===== config.mk =====
export PLATFORM = sky130hd
export DESIGN_NAME = odata_pool_rd_arbiter
export DESIGN_NICKNAME = d
export VERILOG_FILES = /design/src/rtl/odata_pool_arb_pkg.sv /design/src/rtl/odata_pool_tag_fifo.sv /design/src/rtl/odata_pool_rd_arbiter.sv
export SDC_FILE = /design/constraint.sdc
export NUM_CORES = 1
export LEC_CHECK = 0
export ABC_AREA = 1
export CAP_MARGIN = 20
export CORE_AREA = 2 2 160 162
export CTS_BUF_LIST = sky130_fd_sc_hd__clkbuf_4 sky130_fd_sc_hd__clkbuf_8
export CTS_CLUSTER_DIAMETER = 50
export DETAILED_ROUTE_END_ITERATION = 7
export DIE_AREA = 0 0 162 164
export PLACE_DENSITY = 0.76
export SYNTH_ARGS = -nofsm -noshare
export SYNTH_HDL_FRONTEND = slang
export SYNTH_HIERARCHICAL = 1
export SYNTH_SLANG_ARGS = --single-unit

===== constraint.sdc =====
create_clock -name clock -period 8.2 [get_ports clock]
set_input_delay 1.23 -clock clock [delete_from_list [all_inputs] [get_ports clock]]
set_output_delay 1.23 -clock clock [all_outputs]
set_load 0.01 [all_outputs]

===== src/rtl/odata_pool_arb_pkg.sv =====
// Shared types and helpers for the pool read arbiter: tag sizing,
// round-robin search and one-hot to index conversion.
package odata_pool_arb_pkg;

  // Largest requester count supported; helpers work on vectors this wide.
  localparam int unsigned MAX_NUM = 16;

  // Widest tag the arbiter can carry; modules narrow it to TAG_W.
  typedef logic [3:0] tag_t;

  // Tag width for n requesters, never below one bit.
  function automatic int unsigned tag_w(input int unsigned n);
    return (n < 2) ? 1 : $clog2(n);
  endfunction

  // First set bit of vld at or after ptr, wrapping at num; returns one-hot.
  function automatic logic [MAX_NUM-1:0] rr_search(input logic [MAX_NUM-1:0] vld,
                                                   input int unsigned ptr,
                                                   input int unsigned num);
    logic [MAX_NUM-1:0] gnt;
    logic               found;
    int unsigned        j;
    gnt   = '0;
    found = 1'b0;
    j     = 0;
    for (int unsigned i = 0; i < MAX_NUM; i++) begin
      if (i < num) begin
        j = ptr + i;
        if (j >= num) j = j - num;
        if (!found && vld[j[3:0]]) begin
          gnt[j[3:0]] = 1'b1;
          found       = 1'b1;
        end
      end
    end
    return gnt;
  endfunction

  // Index of the set bit of a one-hot vector (zero when none is set).
  function automatic tag_t onehot_to_index(input logic [MAX_NUM-1:0] oh);
    tag_t idx;
    idx = '0;
    for (int i = 0; i < MAX_NUM; i++)
      if (oh[i]) idx = idx | tag_t'(i);
    return idx;
  endfunction

endpackage


===== src/rtl/odata_pool_tag_fifo.sv =====
// Synchronous FIFO holding the requester tag of every issued command
// until the matching burst's last beat is consumed.
module odata_pool_tag_fifo #(
  parameter  int DEPTH = 8,
  parameter  int WIDTH = 2,
  localparam int AW    = $clog2(DEPTH)
) (
  input  logic             clock,
  input  logic             rst,
  input  logic             push,
  input  logic [WIDTH-1:0] push_data,
  input  logic             pop,
  output logic [WIDTH-1:0] pop_data,
  output logic             empty,
  output logic [AW:0]      count
);

  logic [WIDTH-1:0] mem [DEPTH];
  logic [AW-1:0]    wr_ptr;
  logic [AW-1:0]    rd_ptr;

  assign pop_data = mem[rd_ptr];
  assign empty    = (count == '0);

  // Tag storage; no reset needed, occupancy is tracked by count.
  always_ff @(posedge clock) begin
    if (push) mem[wr_ptr] <= push_data;
  end

  // Pointers wrap naturally since DEPTH is a power of two.
  always_ff @(posedge clock) begin
    if (rst) begin
      wr_ptr <= '0;
      rd_ptr <= '0;
      count  <= '0;
    end else begin
      if (push) wr_ptr <= wr_ptr + 1'b1;
      if (pop)  rd_ptr <= rd_ptr + 1'b1;
      case ({push, pop})
        2'b10:   count <= count + 1'b1;
        2'b01:   count <= count - 1'b1;
        default: count <= count;
      endcase
    end
  end

endmodule


===== src/rtl/odata_pool_rd_arbiter.sv =====
// Shares one in-order pool read engine among NUM requesters: round-robin
// command issue with requester tags, data bursts steered back by tag.
module odata_pool_rd_arbiter
  import odata_pool_arb_pkg::*;
#(
  parameter  int NUM     = 4,
  parameter  int ASIZE   = 32,
  parameter  int SSIZE   = 32,
  parameter  int DSIZE   = 32,
  parameter  int MAX_OUT = 8,
  localparam int TAG_W   = tag_w(NUM),
  localparam int CNT_W   = $clog2(MAX_OUT) + 1
) (
  input  logic                   clock,
  input  logic                   rst,
  input  logic [NUM-1:0]         req_valid,
  output logic [NUM-1:0]         req_ready,
  input  logic [NUM*ASIZE-1:0]   req_addr,
  input  logic [NUM*SSIZE-1:0]   req_size,
  output logic                   cmd_valid,
  input  logic                   cmd_ready,
  output logic [ASIZE+SSIZE-1:0] cmd_data,
  output logic [TAG_W-1:0]       cmd_tag,
  input  logic [DSIZE-1:0]       pool_tdata,
  input  logic                   pool_tlast,
  input  logic                   pool_tvalid,
  output logic                   pool_tready,
  output logic [DSIZE-1:0]       rsp_tdata,
  output logic                   rsp_tlast,
  output logic [NUM-1:0]         rsp_tvalid,
  input  logic [NUM-1:0]         rsp_tready,
  output logic [CNT_W-1:0]       outstanding,
  output logic                   orphan_err
);

  logic [TAG_W-1:0]   rr_ptr;
  logic [CNT_W-1:0]   fifo_count;
  logic               fifo_empty;
  logic [TAG_W-1:0]   head_tag;
  logic               push, pop;
  logic               load_en, load;
  logic [MAX_NUM-1:0] gnt_oh;
  logic [TAG_W-1:0]   win_idx;
  logic [ASIZE-1:0]   win_addr;
  logic [SSIZE-1:0]   win_size;

  // The slot's pending command counts against the credit limit too, so the
  // FIFO can never be pushed past MAX_OUT once that command is accepted.
  assign load_en = !rst && (!cmd_valid || cmd_ready) &&
                   ((32'(fifo_count) + 32'(cmd_valid)) < 32'(MAX_OUT));

  assign push = cmd_valid && cmd_ready;
  assign pop  = pool_tvalid && pool_tready && pool_tlast && !fifo_empty;

  // Round-robin grant and winner payload mux.
  always_comb begin
    gnt_oh = '0;
    if (load_en) gnt_oh = rr_search(MAX_NUM'(req_valid), 32'(rr_ptr), NUM);
    req_ready = gnt_oh[NUM-1:0];
    load      = |req_ready;
    win_idx   = TAG_W'(onehot_to_index(gnt_oh));
    win_addr  = '0;
    win_size  = '0;
    for (int i = 0; i < NUM; i++) begin
      if (req_ready[i]) begin
        win_addr = req_addr[i*ASIZE +: ASIZE];
        win_size = req_size[i*SSIZE +: SSIZE];
      end
    end
  end

  // Registered command slot; contents hold while stalled by cmd_ready.
  always_ff @(posedge clock) begin
    if (rst) begin
      cmd_valid <= 1'b0;
      cmd_data  <= '0;
      cmd_tag   <= '0;
      rr_ptr    <= '0;
    end else if (load) begin
      cmd_valid <= 1'b1;
      cmd_data  <= {win_addr, win_size};
      cmd_tag   <= win_idx;
      rr_ptr    <= (32'(win_idx) == NUM - 1) ? '0 : win_idx + 1'b1;
    end else if (cmd_ready) begin
      cmd_valid <= 1'b0;
    end
  end

  odata_pool_tag_fifo #(
    .DEPTH (MAX_OUT),
    .WIDTH (TAG_W)
  ) u_tag_fifo (
    .clock     (clock),
    .rst       (rst),
    .push      (push),
    .push_data (cmd_tag),
    .pop       (pop),
    .pop_data  (head_tag),
    .empty     (fifo_empty),
    .count     (fifo_count)
  );

  assign outstanding = fifo_count;
  assign rsp_tdata   = pool_tdata;
  assign rsp_tlast   = pool_tlast;

  // Steer the stream to the head tag's owner; with no owner, sink and drop.
  always_comb begin
    rsp_tvalid  = '0;
    pool_tready = 1'b1;
    if (!fifo_empty) begin
      rsp_tvalid[head_tag] = pool_tvalid;
      pool_tready          = rsp_tready[head_tag];
    end
  end

  // Sticky flag for data that arrived with nothing outstanding.
  always_ff @(posedge clock) begin
    if (rst)                          orphan_err <= 1'b0;
    else if (fifo_empty && pool_tvalid) orphan_err <= 1'b1;
  end

endmodule


# Yosys cells after proc, flatten, opt, wreduce, memory -nomap -nowiden
# Memories as Yosys holds them, arrays and structs flattened. A register that Yosys moved wholly into a read port is not among the register bits.
# Index checks and enable logic that the tools add are counted.
# word_totals
mem_bits_rw	16
mem_bits_ro	0
regBits	80
elab_cells	142
n_memories	1
latchBits	0
input_bits	301
# classes
bitwise_logic	4
n_mux	72
n_shift	0
add_sub_neg	13
multipliers	0
n_lt_le_gt_ge	15
div_mod_pow	0
eq_ne	3
reduce_logical	26
# memory_table
memory	words	width	read_ports	rd_clocked_by_memory_dff	write_ports	line	source
u_tag_fifo.mem	8	2	1	1	1	odata_pool_tag_fifo.sv:18	logic [WIDTH-1:0] mem [DEPTH];
# op_table
operator	n
32-bit two-way mux	8
16-bit two-way mux	8
16-bit bitwise OR	3
4-bit two-way mux	9
1-bit two-way mux	25
4-bit by 5-bit < comparator with 1-bit output, second input constant	4
2-bit two-way mux	9
1-bit binary-select mux with 4-bit select	4
1-bit demux with 4-bit select	4
4-bit by 1-bit greater-or-equal comparator with 1-bit output, second input constant	4
1-bit logical AND	15
3-bit by 3-bit subtractor with 4-bit output, second input constant	3
3-bit greater-or-equal comparator, second input constant	3
4-bit case mux with 2 select lines	1
2-bit by 2-bit adder with 3-bit output, second input constant	2
3-bit by 1-bit adder with 3-bit output, second input constant	2
1-bit logical NOT	6
3-bit two-way mux	2
4-bit by 1-bit adder with 5-bit output	1
5-bit by 4-bit < comparator with 1-bit output, second input constant	1
4-bit by 1-bit adder with 4-bit output, second input constant	1
4-bit AND	1
2-bit equality test, second input constant	2
4-bit logical NOT	1
13 further kinds	14

# Depth between registers and ports, before layout
# Gate-level depths: netlist of run 1.
# logic_depth
ltp_word	35
ltp_mapped	24
depth_no_buf	22

# Modules after synthesis
# The synthesis of run 1 kept the hierarchy.
# by_module_without_submodules
module	cells_per_inst	n_inst	area_per_inst_um2
odata_pool_rd_arbiter	1148	1	6317.3
odata_pool_tag_fifo	131	1	1270.0

# Least setup slack after synthesis of run 1
# No wires, ideal clock.
# synth_path
path_kind	in2out
startpoint	input req_valid[1]
endpoint	output req_ready[3]
arrival_time_ns	2.380
path_stages	10
setup_slack_ns	4.590
path_cell_list	nand2_1 > nand3_1 > nand2_2 > nand2_1 > nor2_1 > nand2_1 > nand3_2 > nand2_2 > buf_2 > inv_1
# synth_between
elab_chain_len	16
# synth_rtl
element	line	source
start: declaration	odata_pool_rd_arbiter.sv:16	input logic [NUM-1:0] req_valid,
1-bit binary-select mux with 4-bit select	odata_pool_arb_pkg.sv:30	if (!found && vld[j[3:0]]) begin
1-bit two-way mux (implied by the code)	odata_pool_arb_pkg.sv:30	
1-bit two-way mux	odata_pool_arb_pkg.sv:30	
1-bit two-way mux	odata_pool_rd_arbiter.sv:58	if (load_en) gnt_oh = rr_search(MAX_NUM'(req_valid), 32'(rr_ptr), NUM);
1-bit logical NOT	odata_pool_arb_pkg.sv:30	
1-bit logical AND	odata_pool_arb_pkg.sv:30	
1-bit two-way mux	odata_pool_arb_pkg.sv:30	
1-bit two-way mux	odata_pool_rd_arbiter.sv:58	
1-bit logical NOT	odata_pool_arb_pkg.sv:30	
1-bit logical AND	odata_pool_arb_pkg.sv:30	
1-bit two-way mux	odata_pool_arb_pkg.sv:30	
1-bit two-way mux	odata_pool_rd_arbiter.sv:58	
1-bit logical NOT	odata_pool_arb_pkg.sv:30	
1-bit logical AND	odata_pool_arb_pkg.sv:30	
16-bit two-way mux *	odata_pool_arb_pkg.sv:30	
16-bit two-way mux *	odata_pool_rd_arbiter.sv:58	
end: declaration	odata_pool_rd_arbiter.sv:17	output logic [NUM-1:0] req_ready,
# Mark *: on every way between the ends. The rest lies on a longest branch, timed or not. The select of a mux whose other input is x is not followed.

# Worst setup path after layout of run 1
# layout_path
startpoint	input req_valid[1]
endpoint	output req_ready[1]
# Same word-level chain as after synthesis.

==> results.md, run 1 <==
* IO Pins at 415
* Vias in the first global route at 8,116
* YS warnings at 6
* CTS tree: yes
* Synth unique cells at 34
* Detailed placement HPWL at 19,940 microns
* Area of the core at 0.02482 sq mm
* Slew @ Worst Pin at 1.006 ns
* Slew HR at 32.92%
* Max Used Layer: met5
* Post-Syn Area per Cell at 5.932 sq um
* Share of layout cells above drive strength 1 at 3.305%
* Syn-to-layout area delta at 47.43%
* Met3 Wirelength at 1964 microns
* Avg WL per Cell at 14.52 microns
* Hold Buf Count CTS at 0
* Post-route ant nets at 0
* Syn Inst Count at 1,279
* EDFF count, synth at 16
* TritonCTS Buffers at 9
* Max rail drop VDD at 196.8 uV
* Synthesized area at 0.007587 sq mm
* Setup violators final at 0
* Vias per cell at 4.705
* Global-route wire length before repair at 41,280 microns
* Pwr Density at 305.7 mW/mm^2
* 1st-pass router iterations at 5
* Final Max Tran Viols at 0
* Drt total wl at 27,210 microns
* RSZ-0062 raised after global routing: false
* WS Path Type: input pin to output port
* Finished Layout Cells at 1,874
* Crit. End Element: output port
* Row cnt at 58
* # Post-CTS Setup Buffers at 0
* Crit share post-route at 69.35%
* Placed Instances at 1,857
* Initial antenna violation count at 2
* Largest net degree at the start of global routing at 67
* Worst Skew at 0.02079 ns
* Max Cap Violations at 0
* Clock root cell: clkbuf_8
* Clock sinks at 99
* Max H-tree Level at 3
* Via count at 8,818
* Wire length on met2 at 13,290 microns
* Fillers at 2,557
* Max clock buf depth at 2
* Final hold vios at 0
* Overall Global Routing Usage at 19.53%
* Multi-input gate area in the final layout at 0.004213 sq mm
* Die H at 164 microns
* Chip width at 162 microns
* DRC violations left at 0
* Worst-skew pair later-pin latency at 0.39 ns
* Fraction of registers with async set/reset at 0%
* Starting Density at 30.57%
* Leak at 0.005162 uW
* Post-route setup TNS at 0 ns
* Tmin final at 5.687 ns
* Routed metal-1 wirelength at 11,210 microns
* Worst EP required at 6.97 ns
* CP Data Arrival Time at 4.46 ns
* Post-synthesis sequential area ratio at 28.23%
* Maximum clock rate at 175.9 MHz
* Post_cts resized at 0
* Hold/Removal Path Class: register to register
* Synth Net Count at 1,593
* Initial detailed-routing violation count at 516
* FF/Latch Area at 0.002142 sq mm
* Status: finished clean
* Net count, final at 1,852
* Die area at 0.02657 sq mm
* Synth Flop Type: dfxtp_1
* IO Port Bufs at 350
* Clk pin slew, worst setup/hold paths at 0.12 ns
* Overflow after GRT at 0
* GP Congestion at 0.8719
* Worst-path fanout max at 48
* FF+latch count, synth at 99
* Nature of the critical path startpoint: input pin
-- final timing paths --
kind,slack [ns],endpoint,cells after the start,start
max,2.51,req_ready[1],11,req_valid[1]
min,0.47,cmd_data[52],2,cmd_data[52]
max reg2reg,3.40,cmd_data[35],16,rr_ptr[0]
min reg2reg,0.47,cmd_data[52],2,cmd_data[52]
-- logic make-up (layout without fill, tap and decap cells) --
logic type | count (synthesis) | in the layout | synth area share (%)
muxes | 4 | 4 | 0.5277
DFF | 99 | 99 | 28.23
and+or+nand+nor | 836 | 836 | 48.83
AOI/OAI and AO/OA | 45 | 45 | 3.117
xor gates and xnor gates | 4 | 4 | 0.4618
buffers and inverters | 278 | 542 | 16.69
other | 0 | 1 | 0
adders and majority gates | 13 | 13 | 2.144
-- layout by cell type (no fill, tap or decap), types with 3 or more instances in the layout --
master / netlist / final
buf_4: 37 / 9
a21oi_1: 27 / 27
nand2_1: 402 / 401
nand2_2: 4 / 5
o21ai_1: 9 / 8
clkdlybuf4s50_1: 0 / 350
nand3b_1: 64 / 64
inv_2: 7 / 8
o21ai_0: 4 / 4
nand3_2: 4 / 3
edfxtp_1: 16 / 16
clkbuf_8: 0 / 9
nor2_4: 2 / 3
clkinv_8: 0 / 4
inv_1: 160 / 159
nor3_1: 4 / 4
xnor2_1: 3 / 3
mux2i_1: 4 / 4
ha_1: 13 / 13
dfxtp_1: 83 / 83
nand3_1: 194 / 194
nor2_1: 153 / 152
-- report_power, final --
part	internal, uW	switching [uW]	leakage (uW)	total [uW]
clock network	125	218	0.000107	343
registers	628	93.8	0.000830	722
logic	874	1480	0.00422	2350
total	1630	1790	0.00516	3420
-- Yosys cell counts (3+ instances only) --
cell / count / area share (%)
clkbuf_1: 26 / 1.3
nand3_1: 194 / 13
nand3b_1: 64 / 6.3
xnor2_1: 3 / 0.35
inv_2: 7 / 0.35
nand2_2: 4 / 0.33
buf_1: 6 / 0.30
buf_2: 37 / 2.4
dfxtp_1: 83 / 22
nand3_2: 4 / 0.53
nor3_1: 4 / 0.26
buf_4: 37 / 3.7
inv_1: 160 / 7.9
buf_6: 5 / 0.74
edfxtp_1: 16 / 6.3
nor2_1: 153 / 7.6
mux2i_1: 4 / 0.53
a21oi_1: 27 / 1.8
nand2_1: 402 / 20
ha_1: 13 / 2.1
o21ai_1: 9 / 0.59
o21ai_0: 4 / 0.26
-- state kept, by name, indices dropped and copies added, names as in the netlist, named ones only --
| signal | flops |
|---|---|
| cmd_data | 64 |
| cmd_tag | 2 |
| cmd_valid | 1 |
| orphan_err | 1 |
| rr_ptr | 2 |
| u_tag_fifo/count | 4 |
| u_tag_fifo/mem | 16 |
| u_tag_fifo/rd_ptr | 3 |
| u_tag_fifo/wr_ptr | 3 |
-- worst max-delay path: stages --
cell             delay (ns)
clkdlybuf4s50_1        0.44
nand2_1                0.10
nand3_1                0.14
nand2_2                0.16
nand2_1                0.09
nor2_1                 0.17
nand2_1                0.09
nand3_2                0.52
nand2_2                0.11
inv_2                  0.64
clkdlybuf4s50_1        0.68
-- final cells by class --
class                   instances  area share, %
clock inverters                 7         0.8389
well taps                     330          3.691
clock buffers                   9          1.107
inverters                     167          5.604
repair buffers                359          31.92
diodes                          1        0.02237
flip-flops and latches         99          19.15
multi-input cells             902          37.66
-- per-stage QoR --
step	utilization [%]	worst slack (ns)	hold WS (ns)	cell area [sq um]	total power (uW)
3_3_place_gp	44.18	2.643	0.4534	10970	3066
2_1_floorplan	-	4.590	0.4685	7587	2369
3_5_place_dp	44.18	2.588	0.4559	10970	3102
6_report	45.07	2.513	0.4718	11190	3420
5_1_grt	45.06	2.317	0.4891	11180	3764
4_1_cts	45.06	2.579	0.4747	11180	3456
-- layer usage --
| metal | global-route usage (%) | up-vias |
|---|---|---|
| met5 | 0 | - |
| met4 | 6.758 | 2 |
| met3 | 4.874 | 55 |
| met2 | 34.43 | 318 |
| met1 | 23.10 | 3998 |
| li1 | - | 4445 |
Note: power is estimated with default switching activity, not from simulation.
==> inputs of run 2 (changes only) <==
==> constraint.sdc (replaced) <==
create_clock -name clock -period 5.45 [get_ports clock]
set_input_delay 0.8175 -clock clock [delete_from_list [all_inputs] [get_ports clock]]
set_output_delay 0.8175 -clock clock [all_outputs]
set_load 0.01 [all_outputs]
==> run 2 against run 1 <==
  * Core utilization rose by 0.15 points
  * Combinational power rose by 54%
  * Sequential power rose by 50%
  * Non-clock buffer count rose by 4
  * Cell count rose by 0.21%
  * Flip-flop and latch count did not move
==> results.md, run 2 (synthesis results as in run 1) <==
* Syn-to-layout area delta at 47.92%
* Post-route ant nets at 0
* Drt total wl at 27,750 microns
* Crit share post-route at 87.65%
* Clock power frac at 9.6%
* Post_cts resized at 0
* Met3 Usage GRT at 4.848%
* Starting Density at 30.57%
* IO Pins at 415
* GP Congestion at 0.9377
* DRC violations left at 0
* Chip width at 162 microns
* Top Usage Layer GRT: met2
* Via count at 8,786
* Vias in the first global route at 8,226
* Clock sinks at 99
* Die area at 0.02657 sq mm
* 1st-pass router iterations at 5
* Sequential share of power at 20.8%
* Detailed placement HPWL at 20,500 microns
* Int Power at 2493 uW
* Nature of the critical path startpoint: register
* Final hold vios at 0
* Pwr Total at 5211 uW
* Die H at 164 microns
* Core Util, Final at 45.22%
* Logic pwr share at 69.6%
* Worst-skew pair later-pin latency at 0.40 ns
* Maximum clock rate at 209.3 MHz
* Crit. End Element: output port
* Vias per cell at 4.678
* Area of the core at 0.02482 sq mm
* Fillers at 2,571
* Biggest registers after layout: cmd_data: 64 flops, u_tag_fifo/mem: 16 flops, u_tag_fifo/count: 4 flops
* Switching part of the total at 52.15%
* Placed instance area at 0.01102 sq mm
* RSZ-0062 raised after global routing: false
* Clk pin slew, worst setup/hold paths at 0.10 ns
* Design Area, Final at 0.01122 sq mm
* Most flop-heavy register: cmd_data
* WS Path Type: register to output port
* Clock root cell: clkbuf_8
* Reg2Reg Depth at 17
* Overall Global Routing Usage at 20.25%
* Largest net degree at the start of global routing at 65
* Finished Layout Cells at 1,878
* IO Port Bufs at 350
* Most frequent cells in the layout: 401 x nand2_1, 350 x clkdlybuf4s50_1, 194 x nand3_1
* Initial antenna violation count at 3
* Net count, final at 1,856
* Row cnt at 58
* Max reg flops at 64
* Status: finished clean
* Slew HR at 35.25%
* Worst EP required at 4.63 ns
* Worst-path fanout max at 35
* Initial detailed-routing violation count at 647
* CTS tree: yes
* Post-route setup TNS at 0 ns
* Hold path depth at 2
* Pwr Density at 464.3 mW/mm^2
* Leak at 0.005187 uW
* Global-route wire length before repair at 42,840 microns
* TritonCTS Buffers at 9
* CP Data Arrival Time at 3.96 ns
* Tmin final at 4.777 ns
* Final Max Tran Viols at 0
* Avg WL per Cell at 14.78 microns
* Max Cap Violations at 0
* Share of layout cells above drive strength 1 at 3.555%
* Setup violators final at 0
* Max clock buf depth at 2
* Switching power at 2718 uW
* Leading cell type in the layout, fill and taps excluded: nand2_1
* Overflow after GRT at 0
* Placed Instances at 1,861
* GR Util met1 at 23.91%
* Hold Buf Count CTS at 0
* # Post-CTS Setup Buffers at 0
* Max H-tree Level at 3
* Max rail drop VDD at 290.2 uV
* Hold/Removal Path Class: register to register
* Worst Skew at 0.02403 ns
* Slew @ Worst Pin at 0.9713 ns
* Grt met2 use at 36.42%
## run 2: changes by cell type in the layout (fill, tap and decap cells not counted)
cell	delta
clkinv_4	+1
buf_12	+2
clkinv_8	-3
buf_4	+2
inv_8	+2
## run 2: final timing paths
path | start | slack, ns | end
worst max-delay path | rr_ptr[0] | 0.67 | req_ready[1]
worst min-delay path | cmd_data[28] | 0.47 | cmd_data[28]
worst max register to register | rr_ptr[0] | 1.15 | cmd_tag[1]
worst min register to register | cmd_data[28] | 0.47 | cmd_data[28]
## run 2: through the flow
step / worst slack, ns / hold WS [ns]
after global routing: 0.3259 / 0.4882
final: 0.6731 / 0.4697
after CTS: 0.6635 / 0.4716
after floorplan: 2.604 / 0.4685
after global placement: 0.8805 / 0.4529
after detailed placement: 0.8234 / 0.4553
## run 2: worst max-delay path, cell delays in order, from the launching register on
cell and delay [ns]:
dfxtp_1 0.59, inv_2 0.15, ha_1 0.37, inv_1 0.09, nand3_1 0.10, nand3_1 0.14
nand2_1 0.13, nor2_1 0.18, nand2_1 0.09, nand3_2 0.50, nand2_2 0.48, inv_2 0.19
clkdlybuf4s50_1 0.55
## run 2: power groups by stage
stage          combinational (uW)  clock, uW  sequential, uW
2_1_floorplan                2420          0            1140
3_3_place_gp                 3590          0            1090
3_5_place_dp                 3640          0            1100
4_1_cts                      3650        520            1090
5_1_grt                      4080        553            1110
6_report                     3630        498            1080
## run 2: per-layer routing
layer | share of wire (%) | wire length (microns)
met1 | 40 | 11120
met2 | 50 | 13980
met3 | 7.5 | 2070
met4 | 2.0 | 551
met5 | 0.097 | 27
## run 2: area by class of cell
cell class              count  area [sq um]  share of cell area [%]
diodes                      1         2.502                 0.02230
clock inverters             7         76.32                  0.6800
clock buffers               9         123.9                   1.104
multi-input cells         902          4213                   37.54
repair buffers            363          3626                   32.31
inverters                 167         626.9                   5.585
well taps                 330         412.9                   3.679
flip-flops and latches     99          2142                   19.09
